==> config.mk <==
export PLATFORM = sky130hd
export DESIGN_NAME = rr_two_one_arbiter
export DESIGN_NICKNAME = d
export VERILOG_FILES = /design/src/rtl/rr_two_one_arbiter_pkg.sv /design/src/rtl/rr_two_one_arbiter_mux.sv /design/src/rtl/rr_two_one_arbiter.sv
export SDC_FILE = /design/constraint.sdc
export NUM_CORES = 1
export LEC_CHECK = 0
export CAP_MARGIN = 20
export CORE_AREA = 8 8 69 71
export CTS_CLUSTER_SIZE = 30
export DETAILED_ROUTE_END_ITERATION = 16
export DIE_AREA = 0 0 77 79
export GPL_ROUTABILITY_DRIVEN = 0
export MAX_ROUTING_LAYER = met4
export PLACE_DENSITY = 0.71
export SLEW_MARGIN = 20
export SYNTH_ARGS = -nofsm -noshare
export SYNTH_HDL_FRONTEND = slang
export SYNTH_SLANG_ARGS = --single-unit
==> constraint.sdc <==
create_clock -name clk -period 1.75 [get_ports clk]
set_input_delay 0.35 -clock clk [delete_from_list [all_inputs] [get_ports clk]]
set_output_delay 0.35 -clock clk [all_outputs]
set_load 0.005 [all_outputs]
==> src/rtl/rr_two_one_arbiter_pkg.sv <==
// Shared constants and state encoding for the two-input round-robin arbiter.
package rr_two_one_arbiter_pkg;

    localparam logic PORT0          = 1'b0;
    localparam logic PORT1          = 1'b1;
    // Port 1 recorded as last winner so port 0 wins the first contention.
    localparam logic LAST_GRANT_RST = PORT1;

    typedef enum logic {
        ST_EMPTY = 1'b0,
        ST_FULL  = 1'b1
    } out_state_t;

endpackage

==> src/rtl/rr_two_one_arbiter_mux.sv <==
// Single-bit 2:1 multiplexer; i_sel=0 passes i_a.
module two_one_mux (
    input  logic i_a,
    input  logic i_b,
    input  logic i_sel,
    output logic o_y
);

    assign o_y = i_sel ? i_b : i_a;

endmodule

==> src/rtl/rr_two_one_arbiter.sv <==
// Two-requester round-robin arbiter feeding a one-entry registered output
// stage, with saturating per-port grant counters.
module rr_two_one_arbiter
    import rr_two_one_arbiter_pkg::*;
#(
    parameter int unsigned DW    = 8,
    parameter int unsigned CNT_W = 8
) (
    input  logic             clk,
    input  logic             rst_n,
    input  logic             in0_valid,
    input  logic [DW-1:0]    in0_data,
    output logic             in0_ready,
    input  logic             in1_valid,
    input  logic [DW-1:0]    in1_data,
    output logic             in1_ready,
    output logic             out_valid,
    output logic [DW-1:0]    out_data,
    output logic             out_src,
    input  logic             out_ready,
    output logic             sel,
    input  logic             clr_cnt,
    output logic [CNT_W-1:0] cnt0,
    output logic [CNT_W-1:0] cnt1
);

    localparam logic [CNT_W-1:0] CNT_MAX = {CNT_W{1'b1}};

    out_state_t       r_state, w_state_nxt;
    logic             r_last_grant, w_last_grant_nxt;
    logic [DW-1:0]    r_out_data, w_out_data_nxt;
    logic             r_out_src, w_out_src_nxt;
    logic [CNT_W-1:0] r_cnt0, w_cnt0_nxt;
    logic [CNT_W-1:0] r_cnt1, w_cnt1_nxt;

    logic             w_grant;
    logic             w_can_load;
    logic             w_load;
    logic [DW-1:0]    w_mux_data;

    // Lone requester wins; on contention (or idle) alternate away from last winner.
    always_comb begin
        w_grant = ~r_last_grant;
        if (in0_valid && !in1_valid) begin
            w_grant = PORT0;
        end else if (in1_valid && !in0_valid) begin
            w_grant = PORT1;
        end
    end

    // No acceptance while reset is asserted, so nothing is handshaked and lost.
    assign w_can_load = rst_n & ((r_state == ST_EMPTY) | out_ready);
    assign in0_ready  = w_can_load & in0_valid & (w_grant == PORT0);
    assign in1_ready  = w_can_load & in1_valid & (w_grant == PORT1);
    assign w_load     = in0_ready | in1_ready;
    assign sel        = w_grant;

    genvar g;
    generate
        for (g = 0; g < int'(DW); g++) begin : g_mux
            two_one_mux u_mux (
                .i_a   (in0_data[g]),
                .i_b   (in1_data[g]),
                .i_sel (w_grant),
                .o_y   (w_mux_data[g])
            );
        end
    endgenerate

    always_ff @(posedge clk or negedge rst_n) begin
        if (!rst_n) begin
            r_state      <= ST_EMPTY;
            r_last_grant <= LAST_GRANT_RST;
            r_out_data   <= '0;
            r_out_src    <= PORT0;
            r_cnt0       <= '0;
            r_cnt1       <= '0;
        end else begin
            r_state      <= w_state_nxt;
            r_last_grant <= w_last_grant_nxt;
            r_out_data   <= w_out_data_nxt;
            r_out_src    <= w_out_src_nxt;
            r_cnt0       <= w_cnt0_nxt;
            r_cnt1       <= w_cnt1_nxt;
        end
    end

    always_comb begin
        w_state_nxt      = r_state;
        w_last_grant_nxt = r_last_grant;
        w_out_data_nxt   = r_out_data;
        w_out_src_nxt    = r_out_src;
        w_cnt0_nxt       = r_cnt0;
        w_cnt1_nxt       = r_cnt1;

        case (r_state)
            ST_EMPTY: begin
                if (w_load) begin
                    w_state_nxt = ST_FULL;
                end
            end
            ST_FULL: begin
                if (out_ready && !w_load) begin
                    w_state_nxt = ST_EMPTY;
                end
            end
            default: w_state_nxt = ST_EMPTY;
        endcase

        if (w_load) begin
            w_out_data_nxt   = w_mux_data;
            w_out_src_nxt    = w_grant;
            w_last_grant_nxt = w_grant;
        end

        // Clear wins over a same-cycle increment; counters stick at all-ones.
        if (clr_cnt) begin
            w_cnt0_nxt = '0;
            w_cnt1_nxt = '0;
        end else begin
            if (in0_ready && (r_cnt0 != CNT_MAX)) begin
                w_cnt0_nxt = r_cnt0 + CNT_W'(1);
            end
            if (in1_ready && (r_cnt1 != CNT_MAX)) begin
                w_cnt1_nxt = r_cnt1 + CNT_W'(1);
            end
        end
    end

    assign out_valid = (r_state == ST_FULL);
    assign out_data  = r_out_data;
    assign out_src   = r_out_src;
    assign cnt0      = r_cnt0;
    assign cnt1      = r_cnt1;

endmodule

Word-level counts from Yosys, hierarchy flattened
Index checks and enable logic that the tools add are counted.

operators by class
  bitwise operators = 10
  $mul = 0
  muxes and demuxes = 17
  reductions and logical operators = 10
  equal/unequal tests = 2
  shifts and indexed selects = 0
  $lt $le $gt $ge = 0
  $add $sub $neg = 2
  div/mod/pow operators = 0

operator list
  kind                   number
  $mux W8                4
  $add A8 B1 Y8 const B  2
  $ne A8 B8 Y1 const B   2
  $mux W1                12
  $and A1 B1 Y1          5
  $logic_and A1 B1 Y1    5
  $reduce_bool A2 Y1     2
  $logic_not A1 Y1       3
  $not A1 Y1             3
  $or A1 B1 Y1           2
  $pmux W1 S2            1

storage, ports and cells
  logic and storage cells = 47
  memories = 0
  RAM bits = 0
  register bits = 27
  bits in read-only memories = 0
  bits in latches = 0

Longest topological paths before layout
  word-level depth = 11
  depth in mapped cells = 6
  gate-level depth less buffers = 5

Hierarchy
Synthesis repeated with hierarchy kept, for this count alone.

unflattened totals
  cells, all modules = 137
  area total of the unflattened synthesis = 1458.9 um^2

modules (own cells, without submodules)
  module              times used  seq. area each (um^2)  area each (um^2)  cells each
  rr_two_one_arbiter  1           676.9                  1338.8            129
  two_one_mux         8           0.0                    15.0              1

Worst setup path after synthesis
OpenSTA, ideal clock, no wires.

  path type = register to register
  start = reg r_cnt0[0], in the netlist cnt0[0]
  end = reg r_cnt0[6], in the netlist cnt0[6]
  library setup time = 0.125 ns
  path buffers = 1
  stages on the path, launching flop included = 7
  slack = 0.119 ns
  data arrival time = 1.506 ns
  cells stage by stage = dfrtp_1 ha_1 nand3_1 nor3_2 buf_6 nor4_1 mux2_2

on the way
  word-level cells in the longest chain between the ends = 3
  elaborated cells between the ends (all ways) = 6

RTL lines
  element                                                RTL line                                              RTL
  start, declared                                        rr_two_one_arbiter.sv:33                              logic [CNT_W-1:0] r_cnt0, w_cnt0_nxt;
  start signal, assigned                                 rr_two_one_arbiter.sv:83                              r_cnt0 <= w_cnt0_nxt;
  $add A8 B1 Y8 / $ne A8 B8 Y1 (equally long branches)   rr_two_one_arbiter.sv:122, rr_two_one_arbiter.sv:121
  $mux W8 / $logic_and A1 B1 Y1 (equally long branches)  rr_two_one_arbiter.sv:121                             if (in0_ready && (r_cnt0 != CNT_MAX)) begin
  $mux W8 / $reduce_bool A2 Y1 (equally long branches)   --

Parallel ways exist; a longest one is shown, timed or not. The select of a mux whose other input is x is not followed.
A chain may end at the register's enable or synchronous reset.

Worst setup path after layout
  start = reg r_last_grant
  end = reg r_cnt0[5], in the netlist cnt0[5]

on the way
  word-level cells in the longest chain between the ends = 7

RTL lines
  element                              RTL line                   RTL
  start, declared                      rr_two_one_arbiter.sv:30   logic r_last_grant, w_last_grant_nxt;
  start signal, assigned               rr_two_one_arbiter.sv:80   r_last_grant <= w_last_grant_nxt;
  $not A1 Y1                           rr_two_one_arbiter.sv:43   w_grant = ~r_last_grant;
  $mux W1                              rr_two_one_arbiter.sv:46   end else if (in1_valid && !in0_valid) begin
  $mux W1                              rr_two_one_arbiter.sv:44   if (in0_valid && !in1_valid) begin
  $not A1 Y1                           rr_two_one_arbiter.sv:53   assign in0_ready = w_can_load & in0_valid & (w_grant == PORT0);
  $and A1 B1 Y1                        rr_two_one_arbiter.sv:53
  $logic_and A1 B1 Y1                  rr_two_one_arbiter.sv:121
  $reduce_bool A2 Y1 (no source line)  --

Every way passes these cells.

==> impl_metrics.env <==
export IMPL_critPathSlowestCell="dfstp_2"
export IMPL_drc=0
export IMPL_clk_path_buf_depth=2
export IMPL_drv_slew=0
export IMPL_p_seq_share_pct=48.3
export IMPL_syn_inst=146
export IMPL_grt_pass1_vias=1452
export IMPL_clk_latency_ns=0.27
export IMPL_die_h_um=79
export IMPL_antenna_found_initial=0
export IMPL_netlist_area_um2=1440
export IMPL_ir_drop_uv=347
export IMPL_synthFlopType="dfrtp_1"
export IMPL_seqCellArea_um2=677
export IMPL_cts_sinks=27
export IMPL_yosysUniqueCellTypes=38
export IMPL_yosysWarningCount=0
export IMPL_switching_share_pct=27.6
export IMPL_crit_chain="o2111ai_4, buf_6, nor4_4, mux2_4"
export IMPL_fin_crit_sh_pct=96.9
export IMPL_grt_max_degree=21
export IMPL_hp_class="input port to async pin"
export IMPL_viasPerCell=5.16
export IMPL_p_leak_uw=0.000929
export IMPL_setup_viol=0
export IMPL_nFillCells=340
export IMPL_p_comb_share_pct=28.0
export IMPL_synth_top_cell_area_share_pct=45.2
export IMPL_detail_route_antenna_nets=0
export IMPL_final_nets=242
export IMPL_r2r_slack_ns=0.05
export IMPL_coreArea_um2=3800
export IMPL_netlist_top_cells_count="dfrtp_1 (26), a21oi_1 (14), nand2_1 (13), o21ai_0 (13), mux2i_1 (8)"
export IMPL_drt_first_pass_iters=4
export IMPL_timing_final_ws_setup_ns=0.0543
export IMPL_wl_per_cell_um=15.3
export IMPL_multi_input_area_um2=753
export IMPL_post_synth_top_count_cell="dfrtp_1"
export IMPL_initial_core_util_pct=37.9
export IMPL_cts_tree="yes"
export IMPL_hold_viol=0
export IMPL_r2r_start="r_last_grant"
export IMPL_slew_headroom_pct=62.8
export IMPL_power_per_cell_area_nw_per_um2=670
export IMPL_finClkSkew_ns=0.00283
export IMPL_dpl_worst_slack_ns=-0.424
export IMPL_io_buffers=50
export IMPL_area_growth_pct=56.4
export IMPL_path_class="flop to flop"
export IMPL_n_antenna_cell=0
export IMPL_path_max_fanout=7
export IMPL_cp_slowest_stage_delay_ns=0.60
export IMPL_start_kind="flop"
export IMPL_required_ns=1.92
export IMPL_htree_levels=1
export IMPL_clkSlewWorstSetupHoldPaths_ns=0.09
export IMPL_syn_area_per_cell_um2=9.86
export IMPL_p_int_uw=1090
export IMPL_synth_top_area_cell="dfrtp_1"
export IMPL_end_kind="flop"
export IMPL_timing_rr_end="cnt0[5]"
export IMPL_synthTopCellsByArea="dfrtp_1 (45%), mux2i_1 (5.6%), a21oi_1 (4.9%)"
export IMPL_die_x_um=77
export IMPL_drive_gt1_share_pct=23.5
export IMPL_dieArea_um2=6080
export IMPL_async_flop_share_pct=100
export IMPL_synth_seq_cells=27
export IMPL_drt_initial_drc_count=41
export IMPL_syn_nets=170
export IMPL_tightest_slew_ns=0.555
export IMPL_hpwl_um=3220
export IMPL_rsz0062_at_grt="no"
export IMPL_r2r_cells=4
export IMPL_grt_pass1_wl_um=6790
export IMPL_drv_cap=0
export IMPL_synth_edff_count=0
export IMPL_grt_overflow=0
export IMPL_layout_min_cycle_time_ns=1.70
export IMPL_arrival_ns=1.86
export IMPL_cts_root_buf="clkbuf_8"
export IMPL_vias=1379
export IMPL_finalSetupTns_ns=0
export IMPL_outcome="finished clean"
export IMPL_totalWireLength_um=4090
export IMPL_rows=23
export IMPL_hold_slack_ns=0.365
export IMPL_clock_fmax_mhz=590
export IMPL_cts_buffers=3
export IMPL_p_clk_share_pct=23.7
export IMPL_synth_seq_area_share_pct=47.0
export IMPL_grt_usage_pct=13.9
export IMPL_top_level_ports=51
export IMPL_switching_power_uw=416
-- final cells by class --
cell class / instances / share of cell area (%)
Multi-Input combinational cell: 104 / 33.5
Timing Repair Buffer: 75 / 30.5
Sequential cell: 27 / 30.1
Tap cell: 50 / 2.78
Clock buffer: 3 / 1.83
Inverter: 7 / 1.17
Clock inverter: 1 / 0.222
-- sequential cells by signal, indices dropped and copies added, names as in the netlist --
register / count
out_valid: 1
cnt1: 8
out_src: 1
cnt0: 8
r_last_grant: 1
out_data: 8
-- kinds of logic (layout without fill, tap and decap cells) --
group | Yosys count | count (layout) | synth area share, %
AO/OA/AOI/OAI | 40 | 40 | 16.9
multiplexers | 10 | 10 | 7.13
adder cells (fa/ha/maj) | 2 | 2 | 1.74
flip-flops | 27 | 27 | 47.0
buffers and inverters | 15 | 86 | 5.65
AND/OR/NAND/NOR | 52 | 52 | 21.6
-- metrics by stage --
stage	instances	util, %	power (uW)	cell area (um^2)
2_1_floorplan	146	-	873	1440
3_3_place_gp	258	55.2	1120	2100
3_5_place_dp	258	55.2	1130	2100
4_1_cts	263	57.8	1500	2200
5_1_grt	267	59.3	1590	2250
6_report	267	59.3	1510	2250
-- how the worst max path moves through the flow --
stage	from	to	slack, ns	cells after the start
6_report	r_last_grant	cnt0[5]	0.05	4
5_1_grt	r_last_grant	cnt0[5]	0.008	4
4_1_cts	in1_valid	sel	0.009	5
3_5_place_dp	rst_n	cnt0[6]	-0.42	5
3_3_place_gp	rst_n	cnt0[6]	-0.36	5
2_1_floorplan	cnt0[0]	cnt0[6]	0.12	6
-- what timing repair did --
action / 4_1_cts / 5_1_grt
hold buffers: 0 / 0
gates resized for setup: 21 / 9
endpoints found under the setup margin: 14 / 11
setup buffers: 1 / 4
pin swaps: 4 / 5
-- layout by cell type, fill, tap and decap left out, types with 3 or more instances in the layout --
master           instances
clkdlybuf4s50_1         44
dfrtp_1                 26
nand2_1                 12
nor2_1                   5
nand3_1                  6
o31ai_1                  7
or3_1                    4
clkbuf_8                 3
o21ai_0                 12
inv_1                    5
or4_1                    5
mux2i_1                  8
a21oi_1                 12
buf_4                   23
-- worst max-delay path, delay by kind of cell, from the launching register on --
kind            cells  cell delay [ns]
buf+inv             1             0.18
simple gates        1             0.31
compound gates      1             0.17
mux                 1             0.33
flops               1             0.60
-- power groups by stage --
stage / logic, uW / clock network (uW) / registers [uW]
5_1_grt: 460 / 395 / 737
2_1_floorplan: 133 / 0 / 740
3_5_place_dp: 397 / 0 / 736
3_3_place_gp: 386 / 0 / 732
4_1_cts: 405 / 372 / 727
6_report: 422 / 358 / 728
-- metal layers --
| metal | global-route usage (%) | vias up | wire length (um) |
|---|---|---|---|
| li1 | - | 675 | - |
| met1 | 16.1 | 667 | 1640 |
| met2 | 23.9 | 27 | 2240 |
| met3 | 2.37 | 10 | 143 |
| met4 | 4.72 | 0 | 74 |
| met5 | - | - | 0 |
Note: power is estimated with default switching activity, not from simulation.
